$ cat src/rtl/exibe_resultado_if.sv
`default_nettype none
// ============================================================================
// Module  : exibe_resultado_if
// Purpose : Start/result bus between the calculator core and the display stage.
// Revision: 1.0 - initial release
// ============================================================================
interface exibe_resultado_if #(
    parameter int LARGURA = 14
);
    logic               start;
    logic [LARGURA-1:0] valor;
    logic               negativo;
    logic               busy;
    logic               done;
    logic [0:6]         milR;
    logic [0:6]         cenR;
    logic [0:6]         decR;
    logic [0:6]         uniR;
    logic               sinal;

    modport master (
        output start, valor, negativo,
        input  busy, done, milR, cenR, decR, uniR, sinal
    );

    modport slave (
        input  start, valor, negativo,
        output busy, done, milR, cenR, decR, uniR, sinal
    );
endinterface
`default_nettype wire

$ cat src/rtl/exibe_resultado.sv
`default_nettype none
// ============================================================================
// Module  : exibe_resultado
// Purpose : Sequential double-dabble BCD conversion driving four 7-segment
//           result digits plus an active-low minus indicator.
// Revision: 1.0 - initial release
// ============================================================================
module exibe_resultado #(
    parameter int LARGURA     = 14,
    parameter int APAGA_ZEROS = 1,
    parameter int LIMITE      = 9999
) (
    input  wire logic        clock,
    input  wire logic        reset,
    exibe_resultado_if.slave bus
);
    localparam int             c_CW      = (LARGURA > 1) ? $clog2(LARGURA) : 1;
    localparam logic [c_CW-1:0] c_CNT_INI = c_CW'(LARGURA - 1);
    localparam logic [31:0]    c_LIMITE  = LIMITE;
    localparam logic [0:6]     c_BLANK   = 7'b1111111;
    localparam logic [0:6]     c_E       = 7'b0110000;

    typedef enum logic [1:0] {
        S_IDLE = 2'd0,
        S_CONV = 2'd1,
        S_LOAD = 2'd2
    } state_t;

    state_t             r_state;
    logic [c_CW-1:0]    r_cnt;
    logic [LARGURA-1:0] r_shift;
    logic [15:0]        r_bcd;
    logic               r_neg;
    logic               r_zero;
    logic               r_ovf;
    logic               r_busy;
    logic               r_done;
    logic [0:6]         r_mil, r_cen, r_dec, r_uni;
    logic               r_sinal;

    logic [15:0]        w_adj;
    logic [0:6]         w_mil, w_cen, w_dec, w_uni;
    logic               w_sinal;

    function automatic logic [0:6] f_seg(input logic [3:0] d);
        case (d)
            4'd0:    f_seg = 7'b0000001;
            4'd1:    f_seg = 7'b1001111;
            4'd2:    f_seg = 7'b0010010;
            4'd3:    f_seg = 7'b0000110;
            4'd4:    f_seg = 7'b1001100;
            4'd5:    f_seg = 7'b0100100;
            4'd6:    f_seg = 7'b0100000;
            4'd7:    f_seg = 7'b0001111;
            4'd8:    f_seg = 7'b0000000;
            4'd9:    f_seg = 7'b0000100;
            default: f_seg = c_BLANK;
        endcase
    endfunction

    // Add-3 correction applied to every nibble before each shift
    generate
        for (genvar i = 0; i < 4; i++) begin : g_nib
            assign w_adj[i*4 +: 4] = (r_bcd[i*4 +: 4] >= 4'd5) ? r_bcd[i*4 +: 4] + 4'd3
                                                               : r_bcd[i*4 +: 4];
        end
    endgenerate

    always_comb begin
        w_mil   = f_seg(r_bcd[15:12]);
        w_cen   = f_seg(r_bcd[11:8]);
        w_dec   = f_seg(r_bcd[7:4]);
        w_uni   = f_seg(r_bcd[3:0]);
        w_sinal = ~(r_neg & ~r_zero & ~r_ovf);
        if (r_ovf) begin
            w_mil = c_E;
            w_cen = c_E;
            w_dec = c_E;
            w_uni = c_E;
        end else if (APAGA_ZEROS != 0) begin
            // Blank everything left of the most significant nonzero digit
            if (r_bcd[15:12] == 4'd0) begin
                w_mil = c_BLANK;
                if (r_bcd[11:8] == 4'd0) begin
                    w_cen = c_BLANK;
                    if (r_bcd[7:4] == 4'd0) begin
                        w_dec = c_BLANK;
                    end
                end
            end
        end
    end

    always_ff @(posedge clock) begin
        if (reset) begin
            r_state <= S_IDLE;
            r_cnt   <= '0;
            r_shift <= '0;
            r_bcd   <= '0;
            r_neg   <= 1'b0;
            r_zero  <= 1'b0;
            r_ovf   <= 1'b0;
            r_busy  <= 1'b0;
            r_done  <= 1'b0;
            r_mil   <= c_BLANK;
            r_cen   <= c_BLANK;
            r_dec   <= c_BLANK;
            r_uni   <= c_BLANK;
            r_sinal <= 1'b1;
        end else begin
            r_done <= 1'b0;
            case (r_state)
                S_IDLE: begin
                    if (bus.start) begin
                        r_shift <= bus.valor;
                        r_neg   <= bus.negativo;
                        r_zero  <= (bus.valor == '0);
                        r_ovf   <= (32'(bus.valor) > c_LIMITE);
                        r_bcd   <= '0;
                        r_cnt   <= c_CNT_INI;
                        r_busy  <= 1'b1;
                        r_state <= S_CONV;
                    end
                end
                S_CONV: begin
                    r_bcd   <= {w_adj[14:0], r_shift[LARGURA-1]};
                    r_shift <= r_shift << 1;
                    if (r_cnt == '0) begin
                        r_state <= S_LOAD;
                    end else begin
                        r_cnt <= r_cnt - 1'b1;
                    end
                end
                S_LOAD: begin
                    r_mil   <= w_mil;
                    r_cen   <= w_cen;
                    r_dec   <= w_dec;
                    r_uni   <= w_uni;
                    r_sinal <= w_sinal;
                    r_done  <= 1'b1;
                    r_busy  <= 1'b0;
                    r_state <= S_IDLE;
                end
                default: r_state <= S_IDLE;
            endcase
        end
    end

    assign bus.busy  = r_busy;
    assign bus.done  = r_done;
    assign bus.milR  = r_mil;
    assign bus.cenR  = r_cen;
    assign bus.decR  = r_dec;
    assign bus.uniR  = r_uni;
    assign bus.sinal = r_sinal;
endmodule
`default_nettype wire
$ cat src/flat_wrapper.sv
// flat-port wrapper written by rule: the top's interface ports become plain ports
module exibe_resultado_flat 
#(
    parameter int LARGURA     = 14,
    parameter int APAGA_ZEROS = 1,
    parameter int LIMITE      = 9999
)
  (clock, reset, bus_start, bus_valor, bus_negativo, bus_busy, bus_done, bus_milR, bus_cenR, bus_decR, bus_uniR, bus_sinal);
  exibe_resultado_if #(.LARGURA(LARGURA)) bus_i ();
  input  wire logic clock;
  input  wire logic reset;
  input wire logic [$bits(bus_i.start)-1:0] bus_start;
  input wire logic [$bits(bus_i.valor)-1:0] bus_valor;
  input wire logic [$bits(bus_i.negativo)-1:0] bus_negativo;
  output wire logic [$bits(bus_i.busy)-1:0] bus_busy;
  output wire logic [$bits(bus_i.done)-1:0] bus_done;
  output wire logic [$bits(bus_i.milR)-1:0] bus_milR;
  output wire logic [$bits(bus_i.cenR)-1:0] bus_cenR;
  output wire logic [$bits(bus_i.decR)-1:0] bus_decR;
  output wire logic [$bits(bus_i.uniR)-1:0] bus_uniR;
  output wire logic [$bits(bus_i.sinal)-1:0] bus_sinal;
  assign bus_i.start = bus_start;
  assign bus_i.valor = bus_valor;
  assign bus_i.negativo = bus_negativo;
  assign bus_busy = bus_i.busy;
  assign bus_done = bus_i.done;
  assign bus_milR = bus_i.milR;
  assign bus_cenR = bus_i.cenR;
  assign bus_decR = bus_i.decR;
  assign bus_uniR = bus_i.uniR;
  assign bus_sinal = bus_i.sinal;
  exibe_resultado #(.LARGURA(LARGURA), .APAGA_ZEROS(APAGA_ZEROS), .LIMITE(LIMITE)) u_core (.clock(clock), .reset(reset), .bus(bus_i));
endmodule
$ cat config.mk
export PLATFORM = sky130hd
export DESIGN_NAME = exibe_resultado_flat
export DESIGN_NICKNAME = d
export VERILOG_FILES = /design/src/rtl/exibe_resultado_if.sv /design/src/rtl/exibe_resultado.sv /design/src/flat_wrapper.sv
export SDC_FILE = /design/constraint.sdc
export NUM_CORES = 1
export LEC_CHECK = 0
export ABC_CLOCK_PERIOD_IN_PS = 3000
export BUFFER_PORTS_ARGS = -buffer_cell sky130_fd_sc_hd__buf_2
export CORE_ASPECT_RATIO = 1.1
export CORE_UTILIZATION = 45
export CTS_BUF_LIST = sky130_fd_sc_hd__clkbuf_16
export DETAILED_ROUTE_END_ITERATION = 10
export GPL_TIMING_DRIVEN = 0
export HOLD_SLACK_MARGIN = 0.12
export PLACE_DENSITY_LB_ADDON = 0.25
export REMOVE_ABC_BUFFERS = 1
export SLEW_MARGIN = 0
export SYNTH_ARGS = -nofsm -noshare
export SYNTH_HDL_FRONTEND = slang
export SYNTH_SLANG_ARGS = --single-unit
export TNS_END_PERCENT = 5
$ cat constraint.sdc
create_clock -name clock -period 3 [get_ports clock]
set_input_delay 0.3 -clock clock [delete_from_list [all_inputs] [get_ports clock]]
set_output_delay 0.3 -clock clock [all_outputs]
set_load 0.02 [all_outputs]
# Yosys cells after proc, flatten, opt, wreduce, memory -nomap -nowiden
# Memory sizes are Yosys's and may differ from the RTL's. A register that Yosys moved wholly into a read port is not among the register bits.
# Index checks and enable logic that the tools add are counted.
word_totals:
  ff_bits: 70
  rom_bits: 448
  output_inout_bits: 31
  word_cells: 86
  memories: 4
op_classes:
  add_sub_neg: 5
  n_lt_le_gt_ge: 5
  n_eq_ne: 5
  n_mux: 35
  bitwise: 5
  reduce_logical: 13
mem_list:
  columns: ["name", "words", "word_bits", "rd", "rd_ports_with_merged_regs", "wr", "line_no", "source"]
  rows:
  - ["(no name shown)", 16, 7, 1, 1, 0, "exibe_resultado.sv:46", "case (d)"]
  - ["(no name shown)", 16, 7, 1, 1, 0, "exibe_resultado.sv:46", null]
  - ["(no name shown)", 16, 7, 1, 1, 0, "exibe_resultado.sv:46", null]
  - ["(no name shown)", 16, 7, 1, 1, 0, "exibe_resultado.sv:46", null]
op_table:
  columns: ["operator", "count"]
  rows:
  - ["$mux W7", 10]
  - ["$mux W4", 13]
  - ["$pmux W16 S2", 1]
  - ["$pmux W14 S2", 1]
  - ["$ge A4 B3 Y1 const B", 4]
  - ["$logic_not A4 Y1", 4]
  - ["$mux W16", 1]
  - ["$gt A14 B14 Y1 const B", 1]
  - ["$logic_not A14 Y1", 1]
  - ["$mux W14", 1]
  - ["$add A4 B2 Y4 const B", 3]
  - ["$pmux W4 S2", 1]
  - ["$reduce_and A2 Y1", 4]
  - ["$mux W2", 2]
  - ["$ne A2 B2 Y1 const B", 2]
  - ["$pmux W2 S2", 1]
  - ["$reduce_bool A2 Y1", 2]
  - ["$sub A4 B1 Y4 const B", 1]
  - ["$add A3 B2 Y3 const B", 1]
  - ["$mux W3", 1]
  - ["$not A1 Y1", 3]
  - ["$reduce_and A3 Y1", 1]
  - ["$and A1 B1 Y1", 2]
  - ["$eq A2 B1 Y1 const B", 1]
  - ["other kinds (5)", 6]

# Depth between registers and ports, before layout
depth:
  ltp_word: 5
  ltp_mapped: 12
  depth_no_buf: 12

# Least setup slack after synthesis
# Ideal clock, no wire load.
synth_path:
  kind: "reg-to-reg"
  startpoint: "register u_core.r_bcd[1]"
  endpoint: "register with a tool-made name"
  setup_time_ns: 0.128
  arrival_time_ns: 2.076
  path_slack_ns: 0.797
  stages_incl_launch_ff: 12
  path_buffers: 0
  synth_period_minus_slack_ns: 2.203
  path_cell_list: "dfxtp_1 > inv_1 > ha_1 > nand2b_1 > a21o_1 > xnor2_1 > a22oi_4 > inv_2 > ha_1 > or3_1 > o311ai_1 > o21ai_1"
synth_rtl:
  columns: ["item", "line_no", "source"]
  rows:
  - ["from (decl)", "exibe_resultado.sv:32", "logic [15:0] r_bcd;"]
  - ["from (signal assigned)", "exibe_resultado.sv:126", "r_bcd <= {w_adj[14:0], r_shift[LARGURA-1]};"]

==> results.sh <==
export IMPL_critPathSlowestCell="dfxtp_1"
export IMPL_crit_chain="nor2b_4, nand2_1, a2bb2oi_1, inv_1, ha_1, nor3b_1, a311oi_2"
export IMPL_drtAntennaViolNets=0
export IMPL_finalMaxSlewViolations=0
export IMPL_grt_first_pass_wirelength_mm=17.0
export IMPL_path_buf_inv=1
export IMPL_routabilityCongestion=0.810
export IMPL_core_region_area_um2=10400
export IMPL_fin_nets=618
export IMPL_dpl_hpwl_mm=6.81
export IMPL_relSlewSlack_pct=11.4
export IMPL_worstPathMaxFanout=23
export IMPL_synthTopCellsByArea="dfxtp_1 41%, ha_1 8.6%, nand2_1 5.6%"
export IMPL_placed_area_um2=5090
export IMPL_worstSetupPathType="reg -> reg"
export IMPL_die_w_um=101
export IMPL_ys_seq_elements=98
export IMPL_grt_usage_pct=19.5
export IMPL_power_density_nw_per_um2=536
export IMPL_fin_ws_ns=0.201
export IMPL_routedWlPerCell_um=14.1
export IMPL_rsz0062_at_grt="no"
export IMPL_synth_edf_count=0
export IMPL_synthFlopType="dfxtp_1"
export IMPL_grt_remaining_overflow=0
export IMPL_timing_setup_tns_ns=0
export IMPL_cpLargestDelayFamily="simple AND/OR/NAND/NOR gates"
export IMPL_status="finished clean"
export IMPL_cts_htree_levels=3
export IMPL_worstPathRequired_ns=3.22
export IMPL_synth_top_area_cell="dfxtp_1"
export IMPL_drt_drc_violations_left=0
export IMPL_multi_input_area_um2=2580
export IMPL_cpPeakStageDelay_ns=0.68
export IMPL_worst_slew_pin_slew_ns=1.33
export IMPL_avgSynthCellArea_um2=9.00
export IMPL_cts_root_buf="clkbuf_16"
export IMPL_drt_iter0_drc=172
export IMPL_hold_viol=0
export IMPL_io_pins=49
export IMPL_crit_arrival_ns=3.02
export IMPL_cts_setup_buffers=0
export IMPL_clk_latency_ns=0.35
export IMPL_drive_above_1_share_pct=18.5
export IMPL_grt_max_degree=52
export IMPL_endpoint_kind="flip-flop"
export IMPL_fmax_mhz=357
export IMPL_seq_area_frac_synth_pct=40.8
export IMPL_syn_cell_area_um2=4800
export IMPL_finalWirelength_mm=10.1
export IMPL_hold_class="in -> reg"
export IMPL_grt_pass1_vias=3677
export IMPL_dieArea_um2=11100
export IMPL_fin_util_pct=52.1
export IMPL_core_rowCount=39
export IMPL_drv_cap=0
export IMPL_start_util_pct=46.2
export IMPL_yosysWarningCount=0
export IMPL_ff_latch_area_um2=1960
export IMPL_dpl_worst_slack_ns=-0.559
export IMPL_synth_async_reset_ratio_pct=0
export IMPL_clk_pin_slew_ns=0.07
export IMPL_critPathLaunchType="flip-flop"
export IMPL_portBuffers=48
export IMPL_die_h_um=110
export IMPL_num_antenna_cells=0
export IMPL_setup_violations_final=0
export IMPL_numCtsBuffers=9
export IMPL_ys_types=68
export IMPL_final_cell_area_um2=5420
export IMPL_synthDominantCellAreaShare_pct=40.8
export IMPL_cts_hold_buf=0
export IMPL_fill_cells=986
export IMPL_dr_total_vias=3800
export IMPL_drt_pass1_iter_count=4
export IMPL_finClkSkew_ns=0.00631
export IMPL_cts_tree="done"
export IMPL_synthCells=534
export IMPL_ir_drop_uv=343
export IMPL_clockBufferDepth=2
export IMPL_vias_per_cell=5.31
export IMPL_antenna_found_initial=0
export IMPL_syn_to_final_growth_pct=12.8
export IMPL_cts_sinks=98
export IMPL_p_leak_nw=2.35
export IMPL_fin_crit_ns=2.80
export IMPL_fin_crit_sh_pct=93.3
what timing repair did:
item,4_1_cts,5_1_grt
setup endpoints to repair,22,0
gates resized for setup,4,0
endpoints found under the hold margin,0,0
path summary, 6_finish.rpt:
path                                  start                              end  slack, ns  depth (start not counted)
max reg2reg  u_core.r_state[1]$_SDFFE_PP0P_                        flip-flop       0.20                          7
min                            bus_negativo        u_core.r_neg$_SDFFE_PP0P_       0.19                          3
min reg2reg                       flip-flop  u_core.bus.decR[5]$_SDFFE_PP1P_       0.44                          2
max          u_core.r_state[1]$_SDFFE_PP0P_                        flip-flop       0.20                          7
logic make-up after synthesis:
group           synth area share (%)
flops                           40.8
mux                             2.63
xor+xnor                        1.28
fa+ha+maj                       8.59
buf+inv                         5.76
simple gates                    20.1
compound gates                  20.8
worst min-delay path: cells and delay by family:
| family | cells | cell delay [ns] |
|---|---|---|
| buf+inv | 1 | 0.10 |
| compound gates | 1 | 0.05 |
| simple gates | 1 | 0.04 |
stage by stage:
| step | hold WS, ns | power (W) | cells |
|---|---|---|---|
| 2_1_floorplan | 0.369 | 0.00162 | 508 |
| 3_3_place_gp | 0.420 | 0.00171 | 699 |
| 3_5_place_dp | 0.426 | 0.00172 | 699 |
| 4_1_cts | 0.188 | 0.00293 | 715 |
| 5_1_grt | 0.212 | 0.00303 | 715 |
| 6_report | 0.189 | 0.00291 | 715 |
cells in the mapped netlist, types with 4 or more instances:
cell type / instances
nand2_1: 72
xnor2_1: 7
nand2b_1: 6
nor4_1: 8
nor3_1: 9
a22oi_1: 4
buf_2: 6
nand3_1: 12
a21oi_1: 38
inv_1: 27
nand3b_1: 6
a311oi_1: 17
clkbuf_1: 13
o21ai_1: 16
nor2_1: 40
o21ai_0: 25
ha_1: 33
a22oi_4: 4
mux2i_1: 10
inv_2: 8
o21a_1: 4
dfxtp_1: 98
per-layer routing:
layer / up-vias / wire, um / track usage (%)
li1: 1933 / - / -
met1: 1797 / 4620 / 23.3
met2: 56 / 5010 / 34.3
met3: 14 / 287 / 4.16
met4: 0 / 162 / 7.45
met5: - / 0 / 0
area by class of cell:
| class | instances | area share [%] |
|---|---|---|
| repair buffers | 48 | 4.48 |
| clock inverters | 7 | 1.73 |
| clock buffers | 9 | 4.16 |
| flip-flops and latches | 98 | 36.2 |
| multi-input cells | 373 | 47.5 |
| inverters | 37 | 2.61 |
| well taps | 143 | 3.30 |
power breakdown:
group	internal (W)	switching [W]	leakage [nW]
sequential	0.00136	0.0000458	0.797
combinational	0.0000946	0.000192	1.40
clock	0.000728	0.000489	0.151
total	0.00218	0.000727	2.35
cell usage in the layout, fill, tap and decap left out, types with 10 or more instances in the layout:
cell / count
inv_1: 27
a311oi_1: 17
ha_1: 33
mux2i_1: 10
nand3_1: 12
nand2_1: 72
nor2_1: 39
o21ai_0: 25
a21oi_1: 38
o21ai_1: 16
dfxtp_1: 98
buf_2: 47
Note: power is estimated with default switching activity, not from simulation.
